**config.mk**
```make
export PLATFORM = sky130hd
export DESIGN_NAME = priv_1_13_pipe_ctrl
export DESIGN_NICKNAME = d
export VERILOG_FILES = /design/src/rtl/priv_1_13_pipe_ctrl.sv
export SDC_FILE = /design/constraint.sdc
export NUM_CORES = 1
export LEC_CHECK = 0
export CAP_MARGIN = 20
export CORE_ASPECT_RATIO = 0.9
export CORE_MARGIN = 5
export CORE_UTILIZATION = 52
export CTS_CLUSTER_SIZE = 24
export DETAILED_ROUTE_END_ITERATION = 6
export PLACE_DENSITY = 0.82
export RECOVER_POWER = 50
export SLEW_MARGIN = 20
export SYNTH_ARGS = -nofsm -noshare
export SYNTH_HDL_FRONTEND = slang
export SYNTH_SLANG_ARGS = --single-unit
```
**constraint.sdc**
```tcl
create_clock -name CLK -period 2.8 [get_ports CLK]
set_input_delay 0.7 -clock CLK [delete_from_list [all_inputs] [get_ports CLK]]
set_output_delay 0.7 -clock CLK [all_outputs]
set_load 0.1 [all_outputs]
```
**src/rtl/priv_1_13_pipe_ctrl.sv**
```systemverilog
// rtl/priv_1_13_pipe_ctrl.sv - trap/return fetch redirect sequencer
// Latches a trap or mret, waits for a hazard-free pipe, then strobes insert_pc once with the target.
module priv_1_13_pipe_ctrl #(
   parameter logic [31:0] RESET_PC   = 32'h0000_0200,
   parameter int          WAIT_LIMIT = 255
) (
   input  logic        CLK,
   input  logic        nRST,
   input  logic        intr,
   input  logic        mret,
   input  logic        sret,
   input  logic        pipe_clear,
   input  logic [31:0] curr_mtvec,
   input  logic [31:0] curr_mepc,
   input  logic [31:0] next_mcause,
   output logic        insert_pc,
   output logic [31:0] priv_pc,
   output logic        priv_busy,
   output logic        clear_timeout
);

   typedef enum logic [1:0] {
      IDLE       = 2'd0,
      WAIT_CLEAR = 2'd1,
      INSERT     = 2'd2,
      COOLDOWN   = 2'd3
   } state_t;

   localparam logic [7:0] LIMIT = 8'(WAIT_LIMIT);

   state_t      state;
   logic        kind_trap;
   logic [31:0] target;
   logic [7:0]  wait_cnt;

   logic [31:0] trap_base;
   logic [31:0] trap_tgt;
   logic [31:0] ret_tgt;
   logic [7:0]  wait_inc;
   logic        preempt;
   logic        unused_inputs;

   // Vectored mode only offsets interrupts; exceptions and reserved modes use the base.
   assign trap_base = {curr_mtvec[31:2], 2'b00};
   assign trap_tgt  = (curr_mtvec[1:0] == 2'b01 && next_mcause[31])
                      ? trap_base + {next_mcause[29:0], 2'b00} : trap_base;
   assign ret_tgt   = {curr_mepc[31:2], 2'b00};
   assign wait_inc  = (wait_cnt == 8'hFF) ? 8'hFF : wait_cnt + 8'd1;
   assign preempt   = intr && !kind_trap;

   assign unused_inputs = ^{sret, next_mcause[30], curr_mepc[1:0]};

   always_ff @(posedge CLK or negedge nRST) begin
      if (!nRST) begin
         state         <= IDLE;
         kind_trap     <= 1'b0;
         target        <= 32'h0;
         wait_cnt      <= 8'h0;
         insert_pc     <= 1'b0;
         priv_pc       <= RESET_PC;
         priv_busy     <= 1'b0;
         clear_timeout <= 1'b0;
      end else begin
         insert_pc <= 1'b0;
         case (state)
            IDLE: begin
               if (intr) begin
                  kind_trap <= 1'b1;
                  target    <= trap_tgt;
                  wait_cnt  <= 8'h0;
                  priv_busy <= 1'b1;
                  state     <= WAIT_CLEAR;
               end else if (mret) begin
                  kind_trap <= 1'b0;
                  target    <= ret_tgt;
                  wait_cnt  <= 8'h0;
                  priv_busy <= 1'b1;
                  state     <= WAIT_CLEAR;
               end
            end
            WAIT_CLEAR: begin
               wait_cnt <= wait_inc;
               if (wait_inc == LIMIT) begin
                  clear_timeout <= 1'b1;
               end
               // A trap arriving behind a pending return takes over its slot.
               if (preempt) begin
                  kind_trap <= 1'b1;
                  target    <= trap_tgt;
               end
               if (pipe_clear) begin
                  insert_pc <= 1'b1;
                  priv_pc   <= preempt ? trap_tgt : target;
                  state     <= INSERT;
               end
            end
            INSERT: begin
               state <= COOLDOWN;
            end
            COOLDOWN: begin
               priv_busy <= 1'b0;
               state     <= IDLE;
            end
            default: begin
               state <= IDLE;
            end
         endcase
      end
   end

endmodule

```
==> results.txt, run 1 <==
----------------------------------------------------
[Clocking]
  Total CTS buffers ... 9
  Number of levels the H-tree was split into ... 3
  Hold-fix buffers at CTS ... 0
  TritonCTS clock tree ... done
  Cell at the root of the clock tree ... sky130_fd_sc_hd__clkbuf_16
  Insertion delay to the later sink of the worst-skew pair ... 0.35 ns
  Worst-path clk slew ... 0.06 ns
  Clock sink count ... 78
  Deepest clock path buffer count ... 2

[Min path]
  Worst hold path type ... reg -> reg
  Hold Crit Start ... clear_timeout

[Power and ir drop]
  Power density over the cells ... 817 mW/mm²
  Maximum vdd ir drop ... 1.05 mV
  Total leakage power ... 4.63 nW

[Timing]
  RSZ-0062 raised after global routing ... true
  Number of hold violations in the final report ... 0
  FMAX ... 350 MHz
  Worst relative slew slack ... -41.1%
  Worst Tran Pin Value ... 2.12 ns
  Part of the cycle the worst path needs ... 102%
  Max-slew violations ... 38
  Final critical delay including setup and external delays ... 2.86 ns
  Setup skew after layout ... 0.0157 ns
  Setup-violating endpoint count in the final report ... 10
  Setup slack of the critical path after layout ... -0.0564 ns

[Logic synthesis]
  Sequential area share after synthesis ... 31.3%
  Post-Syn Area per Cell ... 8.07 µm²
  Count of unique library cells instantiated by Yosys ... 75
  Netlist Area Pre-Place ... 0.00625 mm²
  Ranking of synthesized cells by area ... sky130_fd_sc_hd__dfrtp_1, sky130_fd_sc_hd__ha_1, sky130_fd_sc_hd__o21ai_0
  Most repeated cell in the gate-level netlist after synthesis ... sky130_fd_sc_hd__nand2_1
  Number of instances in the synthesized netlist ... 774
  Most common library cells after synthesis ... sky130_fd_sc_hd__nand2_1, sky130_fd_sc_hd__dfrtp_1, sky130_fd_sc_hd__o21ai_0
  Yosys top cell by area ... sky130_fd_sc_hd__dfrtp_1
  Share of the synthesized area in the top cell type ... 30.8%
  Post-synthesis async set-or-reset flop share ... 100%
  Dominant synthesized flop cell ... sky130_fd_sc_hd__dfrtp_1
  Number of enable flip-flop cells after synthesis ... 0
  Number of flip-flops and latches in the synthesized netlist ... 78
  Number of warnings printed during yosys synthesis ... 0
  Net count of the mapped netlist ... 912

[Place]
  Last weighted congestion value of the routability-driven placer ... 0.931
  Half-perimeter wire length after detailed placement ... 19.3 mm
  Total of buffers placed on input and output ports ... 132
  Cell count after placement ... 1200

[Routing]
  First drt pass iteration count ... 7
  Number of design rule violations left after detail routing ... 0
  Via count normalized by instance count ... 6.65
  Aggregate routed wire length ... 28.7 mm
  Count of routing violations after the opening detailed-route iteration ... 1175
  Antenna-violating nets left ... 0
  Number of vias in the routed layout ... 8274
  Post-DR wirelength/cell ... 23.1 µm

[Layout]
  P&R area growth vs syn ... 60.9%
  Share of final-layout standard cells stronger than drive strength 1 ... 35.1%
  Number of non-filler instances in the completed layout ... 1244
  NumNets Final ... 1216
  Layout Utilization ... 84.3%
  Filler Cell Count ... 707

[Die]
  Die Wd ... 126 µm
  # rows ... 38
  Chip height ... 114 µm
  Die footprint ... 0.0143 mm²
  IO Count ... 137
  Starting density of the core ... 52.4%
  Core area ... 0.0119 mm²

[Global route]
  Via count of the first global-routing pass ... 8208
  Most Crowded Layer GR ... met2
  Maximum number of pins on one net before global-route repair ... 42
  Met1 Use GR ... 45.0%
  Antenna violations before repair ... 0
  M2 GR Usage ... 62.4%
  Wire length of the first global-routing pass ... 42.8 mm
  GR Util All Layers ... 37.2%
  Global Route met3 Usage ... 7.72%
  Global route total overflow ... 0

[Critical path]
  Setup crit end ... target[17]
  Start-to-end type of the worst setup path ... in -> reg
  Data arrival time at the worst-slack endpoint ... 3.09 ns
  Maximum net fanout on the critical path ... 5
  Worst Setup Start Kind ... input port
  First element of the critical path ... curr_mtvec[4]
  Crit. End Element ... flip-flop
  Worst reg-to-reg path cell count ... 9
  R2R Setup Slk ... 0.40 ns
  Launch instance of the worst register-to-register path ... state[0]
  Worst path required time ... 3.04 ns
  Capture instance of the worst register-to-register path ... target[21]

[Run status]
  Status ... finished with violations
  Failing checks ... max-capacitance violations, max-slew violations, negative setup slack

[Job]
  Max-capacitance violation count ... 1

----------------------------------------------------
flip-flops by register name, indices dropped and copies added (netlist names):
| register | count |
|---|---|
| target | 32 |
| wait_cnt | 8 |
| kind_trap | 1 |
| priv_pc | 32 |
| priv_busy | 1 |
| state | 2 |
| insert_pc | 1 |
| clear_timeout | 1 |
layout make-up:
type	instances	area [µm²]	area share, %
multi-input cells	626	4790	47.7
repair buffers	342	2740	27.2
flip-flops and latches	78	1950	19.4
clock buffers	10	229	2.28
well taps	160	200	1.99
inverters	21	78.8	0.784
clock inverters	6	62.6	0.622
diodes	1	2.50	0.0249
kinds of logic (layout without fill, tap and decap cells):
kind of cell             Yosys count  in the layout  synth area share (%)
buffers and inverters             70            379                  4.68
adder cells (fa/ha/maj)           36             36                  7.33
XOR/XNOR                          15             15                  2.10
AND/OR/NAND/NOR                  245            245                  18.6
multiplexers                      17             17                  2.82
other                              0              1                     0
AO/OA/AOI/OAI                    313            313                  33.2
flip-flops                        78             78                  31.3
critical path: stages:
cell,delay (ns)
sky130_fd_sc_hd__dlygate4sd2_1,0.32
sky130_fd_sc_hd__ha_4,0.22
sky130_fd_sc_hd__a211oi_2,0.05
sky130_fd_sc_hd__buf_4,0.15
sky130_fd_sc_hd__o21ai_4,0.17
sky130_fd_sc_hd__buf_6,0.12
sky130_fd_sc_hd__buf_4,0.11
sky130_fd_sc_hd__nand4_1,0.20
sky130_fd_sc_hd__nand2_2,0.22
sky130_fd_sc_hd__nor2_1,0.07
sky130_fd_sc_hd__a211oi_1,0.32
sky130_fd_sc_hd__buf_4,0.18
sky130_fd_sc_hd__a32oi_1,0.06
sky130_fd_sc_hd__a21o_1,0.18
layout by cell type, fill, tap and decap left out, drive strengths merged, types with 6 or more instances in the layout:
| master | n |
|---|---|
| buf | 239 |
| o21ai | 86 |
| nand2 | 81 |
| dfrtp | 77 |
| a21oi | 73 |
| nor2 | 62 |
| clkdlybuf4s50 | 44 |
| clkbuf | 40 |
| ha | 35 |
| a21o | 29 |
| inv | 21 |
| nor3 | 19 |
| nand3 | 16 |
| dlygate4sd2 | 14 |
| and3 | 14 |
| o211ai | 13 |
| dlymetal6s2s | 13 |
| and2 | 13 |
| a211oi | 13 |
| a22oi | 12 |
| mux2i | 12 |
| nand4 | 11 |
| a31oi | 11 |
| xnor2 | 9 |
| a221o | 8 |
| o31ai | 8 |
| a22o | 7 |
| or3 | 7 |
| o22ai | 7 |
| o21a | 6 |
| xor2 | 6 |
| o221ai | 6 |
repair_timing:
action	in CTS	in global routing
setup buffers	17	12
pin swaps	60	56
endpoints found under the setup margin	50	40
gates resized for setup	131	93
worst min-delay path by stage:
stage	endpoint	slack, ns	cells past startpoint
after detailed placement	clear_timeout	0.46	1
final	clear_timeout	0.47	1
after global routing	clear_timeout	0.48	1
after floorplan	clear_timeout	0.40	0
after CTS	priv_pc[3]	0.33	1
after global placement	clear_timeout	0.46	1
routing by layer:
layer	up-vias	wire length, µm
met4	0	1990
met3	186	2920
met2	658	13500
met1	3923	10300
met5	-	0
li1	3507	-
metrics by stage:
stage | worst slack [ns] | setup TNS, ns | hold WS (ns) | cell area (µm²) | total power (W)
3_3_place_gp | -0.732 | -26.28 | 0.456 | 9010 | 0.00649
2_1_floorplan | -0.0491 | -0.175 | 0.404 | 6390 | 0.00502
5_1_grt | -0.117 | -1.02 | 0.478 | 10100 | 0.00853
6_report | -0.0564 | -0.276 | 0.468 | 10100 | 0.00822
4_1_cts | -0.0641 | -0.0907 | 0.334 | 9870 | 0.00799
3_5_place_dp | -0.759 | -29.46 | 0.461 | 9010 | 0.00664
report_power, final:
group | total (W) | switching, W | internal [W]
Sequential | 0.00190 | 0.000329 | 0.00157
Clock | 0.00118 | 0.000490 | 0.000689
Combinational | 0.00513 | 0.00347 | 0.00166
Note: power is estimated with default switching activity, not from simulation.
==> run 2, diff against run 1 <==
- GPL_TIMING_DRIVEN: unset -> 0
==> run 2 against run 1 <==
Total power decreased by 1.1%. Critical path depth fell by 3. Clock skew down 0.0088 ns. Global-route usage decreased by 2.1 points. Via count shrank 6.6%. Sequential cell count unchanged. The run still ends with max-capacitance violations, max-slew violations, negative setup slack left. Register-to-register slack got worse by 0.27 ns. Cell area fell by 7.3%. Setup slack got worse by 0.037 ns. Final cell count is 8.4% lower. Non-clock buffer count fell by 104.
==> results.txt, run 2 (synthesized netlist as in run 1, its figures left out) <==
----------------------------------------------------
[Timing]
  Setup skew after layout ... 0.00693 ns (-0.00881 ns)
  Max-slew violations ... 29 (-24%)
  Final critical delay including setup and external delays ... 2.89 ns (+0.0366 ns)
  RSZ-0062 raised after global routing ... true
  FMAX ... 346 MHz (-1.3%)
  Setup-violating endpoint count in the final report ... 9 (-1)
  Worst Tran Pin Value ... 1.59 ns (-0.522 ns)
  Worst relative slew slack ... -6.29% (+35 points)
  Number of hold violations in the final report ... 0 (unchanged)
  Part of the cycle the worst path needs ... 103% (+1.3 points)
  Setup slack of the critical path after layout ... -0.0930 ns (-0.0366 ns)

[Routing]
  Count of routing violations after the opening detailed-route iteration ... 1320 (+12%)
  Aggregate routed wire length ... 27.5 mm (-4.1%)
  Via count normalized by instance count ... 6.78 (+2.0%)
  First drt pass iteration count ... 6 (-1)
  Number of vias in the routed layout ... 7726 (-6.6%)
  Antenna-violating nets left ... 0 (unchanged)
  Post-DR wirelength/cell ... 24.2 µm (+4.7%)
  Number of design rule violations left after detail routing ... 0 (unchanged)

[Global route]
  Antenna violations before repair ... 0 (unchanged)
  Via count of the first global-routing pass ... 7179 (-13%)
  Global route total overflow ... 0 (unchanged)
  GR Util All Layers ... 35.1% (-2.1 points)
  Wire length of the first global-routing pass ... 39.5 mm (-7.7%)
  Maximum number of pins on one net before global-route repair ... 52 (+24%)

[Critical path]
  Start-to-end type of the worst setup path ... in -> reg
  Data arrival time at the worst-slack endpoint ... 3.12 ns (+0.03 ns)
  Worst path required time ... 3.03 ns (about the same)
  R2R Setup Slk ... 0.13 ns (-0.27 ns)
  Worst reg-to-reg path cell count ... 10 (+1)
  Maximum net fanout on the critical path ... 3 (-2)
  Crit. End Element ... flip-flop
  Worst Setup Start Kind ... input port
  Launch instance of the worst register-to-register path ... state[1]
  Capture instance of the worst register-to-register path ... target[13]

[Power and ir drop]
  Total leakage power ... 3.94 nW (-15%)
  Maximum vdd ir drop ... 1.11 mV (+6.3%)
  Power density over the cells ... 872 mW/mm² (+6.7%)

[Clocking]
  Deepest clock path buffer count ... 2 (unchanged)
  Insertion delay to the later sink of the worst-skew pair ... 0.35 ns (about the same)
  Hold-fix buffers at CTS ... 0 (unchanged)
  Total CTS buffers ... 9 (unchanged)
  TritonCTS clock tree ... done
  Worst-path clk slew ... 0.06 ns (about the same)
  Cell at the root of the clock tree ... sky130_fd_sc_hd__clkbuf_16
  Clock sink count ... 78 (unchanged)
  Number of levels the H-tree was split into ... 3 (unchanged)

[Die]
  Die Wd ... 126 µm (unchanged)
  IO Count ... 137 (unchanged)
  # rows ... 38 (unchanged)
  Starting density of the core ... 52.4% (unchanged)
  Chip height ... 114 µm (unchanged)
  Core area ... 0.0119 mm² (unchanged)
  Die footprint ... 0.0143 mm² (unchanged)

[Layout]
  P&R area growth vs syn ... 49.1%
  Filler Cell Count ... 814 (+15%)
  Largest registers ... priv_pc (32), target (32), wait_cnt (8)
  NumNets Final ... 1112 (-8.6%)
  Number of non-filler instances in the completed layout ... 1139 (-8.4%)
  Antenna fix cells ... 0 (-1)
  Most common library cell in the layout ignoring fill and taps ... sky130_fd_sc_hd__clkdlybuf4s50_1
  Commonest cells after routing, fill and taps aside ... sky130_fd_sc_hd__clkdlybuf4s50_1, sky130_fd_sc_hd__nand2_1, sky130_fd_sc_hd__dfrtp_1
  Share of final-layout standard cells stronger than drive strength 1 ... 25.4% (-9.7 points)

[Min path]
  Worst hold path type ... reg -> reg
  Hold Crit Start ... target[9]
  Hold Path Depth ... 1 (unchanged)
  Min-Delay Endpoint ... target[9]

[Run status]
  Status ... finished with violations
  Failing checks ... max-capacitance violations, max-slew violations, negative setup slack

[Place]
  Last weighted congestion value of the routability-driven placer ... 0.956 (+2.7%)
  Post-placement worst setup slack ... -1.06 ns (-0.300 ns)
  Half-perimeter wire length after detailed placement ... 18.5 mm (-3.8%)
  Cell count after placement ... 1066 (-11%)
  Total of buffers placed on input and output ports ... 131 (-0.76%)

[Job]
  Max-capacitance violation count ... 1 (unchanged)

----------------------------------------------------
-- run 2: cell types whose count changed in the layout (fill, tap and decap cells not counted), sizes merged, moves of 2 or more --
cell and change:
dlymetal6s2s -11, buf -151, inv +2, clkdlybuf4s15 +8, clkinv -3, clkdlybuf4s50 +34, dlygate4sd2 -3, clkbuf +18
-- run 2: critical path: stages --
cell	delay [ns]
sky130_fd_sc_hd__buf_6	0.10
sky130_fd_sc_hd__ha_4	0.16
sky130_fd_sc_hd__fa_2	0.38
sky130_fd_sc_hd__a21o_1	0.21
sky130_fd_sc_hd__nand3_2	0.13
sky130_fd_sc_hd__a21oi_4	0.08
sky130_fd_sc_hd__o31ai_4	0.35
sky130_fd_sc_hd__a2111oi_4	0.14
sky130_fd_sc_hd__or3_4	0.43
sky130_fd_sc_hd__a311oi_2	0.34
sky130_fd_sc_hd__o21ai_1	0.09
-- run 2: layout make-up --
cell class,count,area (µm²),share of cell area [%]
Multi-Input combinational cell,626,4860,52.1
Clock buffer,10,239,2.56
Sequential cell,78,1950,21.0
Inverter,21,78.8,0.846
Tap cell,160,200,2.15
Timing Repair Buffer,201,1750,18.8
Buffer,37,170,1.83
Clock inverter,6,68.8,0.738
-- run 2: what timing repair did --
item | CTS | global route
gates resized for setup | 214 | 89
setup buffers | 43 | 26
setup endpoints to repair | 56 | 47
pin swaps | 58 | 51
-- run 2: how the worst max path moves through the flow --
stage	slack (ns)	cells after the start	to	from
finish	-0.09	11	target[28]	curr_mtvec[2]
global route	-0.14	8	target[2]	curr_mtvec[1]
CTS	-0.01	11	priv_pc[31]	next_mcause[6]
detailed placement	-1.06	11	target[28]	curr_mtvec[11]
global placement	-1.64	1	priv_pc[30]	nRST
floorplan	-0.05	10	target[16]	curr_mtvec[2]
-- run 2: through the flow --
stage	cell area [µm²]	total power (W)	hold slack (ns)	util, %	TNS, ns
3_3_place_gp	7900	0.00623	0.452	66.2	-163.68
4_1_cts	9010	0.00784	0.284	75.5	-0.0138
5_1_grt	9320	0.00843	0.501	78.1	-1.05
2_1_floorplan	6390	0.00502	0.404	-	-0.175
3_5_place_dp	7930	0.00636	0.471	66.4	-39.96
6_report	9320	0.00812	0.487	78.1	-0.425
-- run 2: where the power goes --
part	leakage, nW	switching (W)	internal, W
Sequential	0.983	0.000323	0.00157
Clock	0.149	0.000508	0.000721
Combinational	2.81	0.00345	0.00155
Total	3.94	0.00428	0.00384
-- run 2: layer usage --
layer | part of all wire (%) | track usage [%]
met5 | 0 | 1.73
met4 | 5.1 | 14.0
met3 | 11 | 8.66
met2 | 46 | 57.1
met1 | 37 | 45.0
==> run 3, diff against run 2 <==
- ABC_AREA: unset -> 1
- CORE_UTILIZATION: 52 -> 53
- PLACE_DENSITY: 0.82 -> 0.83
==> run 3 against run 2 <==
The run ends with max-capacitance violations, max-slew violations left. Synthesized cell count rose by 32%. Area after synthesis is 4.2% higher. Clock power down 8%. Die area is 2.1% higher. Sequential power is essentially flat. Setup slack better by 0.19 ns. Global-route usage is 7.6 points lower. Critical path depth shrank 10. Cell area is 9.9% lower. Worst hold slack got worse by 0.019 ns. Fmax up 7.2%.
==> results.txt, run 3 <==
----------------------------------------------------
[Clocking]
  Worst-path clk slew ... 0.06 ns (about the same)
  Clock sink count ... 78 (unchanged)
  Insertion delay to the later sink of the worst-skew pair ... 0.34 ns (about the same)
  Cell at the root of the clock tree ... sky130_fd_sc_hd__clkbuf_16
  Total CTS buffers ... 9 (unchanged)
  TritonCTS clock tree ... done
  Number of levels the H-tree was split into ... 3 (unchanged)
  Hold-fix buffers at CTS ... 0 (unchanged)
  Deepest clock path buffer count ... 2 (unchanged)

[Critical path]
  Worst reg-to-reg path cell count ... 8 (-2)
  Crit. path cell count ... 1 (-10)
  Launch instance of the worst register-to-register path ... state[1]
  Worst Setup Start Kind ... flip-flop
  Data arrival time at the worst-slack endpoint ... 2.00 ns (-1.12 ns)
  Cell chain of the critical path ... clkdlybuf4s50_1
  R2R Setup Slk ... 0.33 ns (+0.20 ns)
  Crit-path leading delay family ... buffers and inverters
  Maximum net fanout on the critical path ... 2 (-1)
  Capture instance of the worst register-to-register path ... target[1]
  Library cell contributing the largest single delay on the critical path ... sky130_fd_sc_hd__clkdlybuf4s50_1
  Max stage delay on crit path ... 1.13 ns (+0.70 ns)
  Crit. End Element ... output port
  Worst path required time ... 2.10 ns (-0.93 ns)
  Number of buffer and inverter instances along the worst setup path ... 1 (unchanged)
  Start-to-end type of the worst setup path ... reg -> out

[Timing]
  Setup-violating endpoint count in the final report ... 0 (-9)
  Max-slew violations ... 39 (+34%)
  Setup slack of the critical path after layout ... 0.101 ns (+0.194 ns)
  FMAX ... 371 MHz (+7.2%)
  Worst Tran Pin Value ... 2.15 ns (+0.558 ns)
  Final critical delay including setup and external delays ... 2.70 ns (-0.194 ns)
  Number of hold violations in the final report ... 0 (unchanged)
  Part of the cycle the worst path needs ... 96.4% (-6.9 points)
  Worst relative slew slack ... -43.5% (-37 points)
  RSZ-0062 raised after global routing ... true
  Setup skew after layout ... 0.00896 ns (+0.00202 ns)
  Sum of negative setup slack ... 0 ns (+0.425 ns)

[Global route]
  GR Util All Layers ... 27.5% (-7.6 points)
  Global route total overflow ... 0 (unchanged)
  Maximum number of pins on one net before global-route repair ... 41 (-21%)
  Wire length of the first global-routing pass ... 32.4 mm (-18%)
  Antenna violations before repair ... 0 (unchanged)
  Via count of the first global-routing pass ... 6671 (-7.1%)

[Logic synthesis]
  Share of the synthesized area in the top cell type ... 29.6% (-1.3 points)
  Fraction of synthesized area in multiplexers ... 1.08% (-1.7 points)
  Adder and majority cell fraction of the synthesized area ... 7.03% (-0.30 points)
  Sequential area share after synthesis ... 30.0% (-1.3 points)
  Area fraction in and, or, nand and nor cells after synthesis ... 39.8% (+21 points)
  Number of flip-flops and latches in the synthesized netlist ... 78 (unchanged)
  Combinational family with the most area after synthesis ... simple AND/OR/NAND/NOR gates
  Fraction of the mapped netlist area in compound gates ... 10.1% (-23 points)
  Number of instances in the synthesized netlist ... 1020 (+32%)
  Number of enable flip-flop cells after synthesis ... 0 (unchanged)
  Yosys top cell by area ... sky130_fd_sc_hd__dfrtp_1
  Post-Syn Area per Cell ... 6.39 µm² (-21%)
  Netlist Area Pre-Place ... 0.00651 mm² (+4.2%)
  Most repeated cell in the gate-level netlist after synthesis ... sky130_fd_sc_hd__nand2_1
  Fraction of synthesized cell area in xor and xnor cells ... 2.02% (-0.086 points)
  Post-synthesis async set-or-reset flop share ... 100% (unchanged)
  Most common library cells after synthesis ... sky130_fd_sc_hd__nand2_1, sky130_fd_sc_hd__nand3_1, sky130_fd_sc_hd__inv_1
  Number of warnings printed during yosys synthesis ... 0 (unchanged)
  Dominant synthesized flop cell ... sky130_fd_sc_hd__dfrtp_1
  Ranking of synthesized cells by area ... sky130_fd_sc_hd__dfrtp_1, sky130_fd_sc_hd__nand2_1, sky130_fd_sc_hd__nand3_1
  Net count of the mapped netlist ... 1158 (+27%)
  Count of unique library cells instantiated by Yosys ... 43 (-43%)

[Layout]
  Share of final-layout standard cells stronger than drive strength 1 ... 6.32% (-19 points)
  Most common library cell in the layout ignoring fill and taps ... sky130_fd_sc_hd__nand2_1
  Antenna fix cells ... 0 (unchanged)
  Commonest cells after routing, fill and taps aside ... sky130_fd_sc_hd__nand2_1, sky130_fd_sc_hd__clkdlybuf4s50_1, sky130_fd_sc_hd__inv_1
  P&R area growth vs syn ... 28.9%
  NumNets Final ... 1303 (+17%)
  Largest registers ... priv_pc (32), target (32), wait_cnt (8)

[Die]
  Chip height ... 115 µm (+1.0%)
  Die Wd ... 127 µm (+1.0%)
  Starting density of the core ... 54.2% (+1.8 points)
  IO Count ... 137 (unchanged)
  # rows ... 38 (unchanged)
  Die footprint ... 0.0146 mm² (+2.1%)
  Core area ... 0.0120 mm² (+0.80%)

[Routing]
  Via count normalized by instance count ... 5.42 (-20%)
  Number of design rule violations left after detail routing ... 0 (unchanged)
  Post-DR wirelength/cell ... 15.2 µm (-37%)
  First drt pass iteration count ... 5 (-1)
  Aggregate routed wire length ... 20.3 mm (-26%)
  Count of routing violations after the opening detailed-route iteration ... 638 (-52%)
  Antenna-violating nets left ... 0 (unchanged)
  Number of vias in the routed layout ... 7214 (-6.6%)

[Place]
  Post-placement worst setup slack ... -0.443 ns (+0.616 ns)
  Half-perimeter wire length after detailed placement ... 16.0 mm (-13%)
  Last weighted congestion value of the routability-driven placer ... 0.923 (-3.5%)
  Total of buffers placed on input and output ports ... 131 (unchanged)

[Min path]
  Worst hold path type ... reg -> reg
  Hold Crit Start ... clear_timeout
  Hold Path Depth ... 1 (unchanged)
  Min-Delay Endpoint ... clear_timeout

[Job]
  Max-capacitance violation count ... 1 (unchanged)

[Run status]
  Failing checks ... max-capacitance violations, max-slew violations
  Status ... finished with violations

[Power and ir drop]
  Total leakage power ... 4.32 nW (+9.5%)
  Maximum vdd ir drop ... 0.919 mV (-17%)
  Power density over the cells ... 901 mW/mm² (+3.4%)

----------------------------------------------------
==> run 3: cell count changes in the layout (fill, tap and decap cells not counted), sizes merged, moves of 44 or more <==
cell,delta
nand2,+288
clkdlybuf4s50,+51
inv,+103
nand3,+112
a21oi,-44
buf,-73
==> run 3: what timing repair did <==
| item | CTS | global route |
|---|---|---|
| endpoints found under the setup margin | 13 | 18 |
| buffers inserted | 0 | 2 |
| resized for setup | 2 | 16 |
| pin swaps | 0 | 4 |
==> run 3: power breakdown <==
| part | switching [W] | internal (W) |
|---|---|---|
| Combinational | 0.00324 | 0.00133 |
| Clock | 0.000511 | 0.000619 |
| Sequential | 0.000254 | 0.00162 |
==> run 3: worst max-delay path by stage <==
stage | from | end | slack (ns)
6_report | priv_pc[9] | priv_pc[9] | 0.10
5_1_grt | next_mcause[0] | priv_pc[14] | -0.02
4_1_cts | curr_mtvec[2] | target[24] | 0.03
3_5_place_dp | curr_mtvec[2] | target[24] | -0.44
3_3_place_gp | nRST | priv_pc[31] | -1.69
2_1_floorplan | curr_mtvec[2] | target[24] | 0.45
==> run 3: area by class of cell <==
| class | count | area (µm²) |
|---|---|---|
| multi-input cells | 788 | 3980 |
| repair buffers | 134 | 1340 |
| clock buffers | 9 | 225 |
| fillers | 1054 | 3630 |
| clock inverters | 7 | 60.1 |
| well taps | 160 | 200 |
| inverters | 121 | 454 |
| plain buffers | 33 | 188 |
| flip-flops and latches | 78 | 1950 |
==> run 3: per-layer routing <==
| layer | up-vias | routed length (µm) | part of all wire [%] | GRT usage [%] |
|---|---|---|---|---|
| met2 | 344 | 9060 | 45 | 44.3 |
| met1 | 3264 | 8960 | 44 | 38.0 |
| met4 | 0 | 424 | 2.1 | 7.43 |
| met3 | 40 | 1810 | 8.9 | 5.43 |
| met5 | - | 0 | 0 | 0 |
| li1 | 3566 | - | - | - |
==> run 3: stage by stage <==
step	util, %	hold WS, ns	power [W]	std cells	cell area [µm²]
floorplan	-	0.404	0.00518	1020	6520
global placement	66.7	0.455	0.00628	1311	8030
detailed placement	66.9	0.458	0.00638	1312	8040
CTS	69.3	0.345	0.00754	1328	8330
global route	69.8	0.501	0.00804	1330	8400
finish	69.8	0.468	0.00757	1330	8400
==> run 3: cells by family after synthesis <==
logic type               after synthesis
AND/OR/NAND/NOR                      619
buffers and inverters                154
AO/OA/AOI/OAI                        111
flip-flops                            78
adder cells (fa/ha/maj)               36
XOR/XNOR                              15
multiplexers                           7
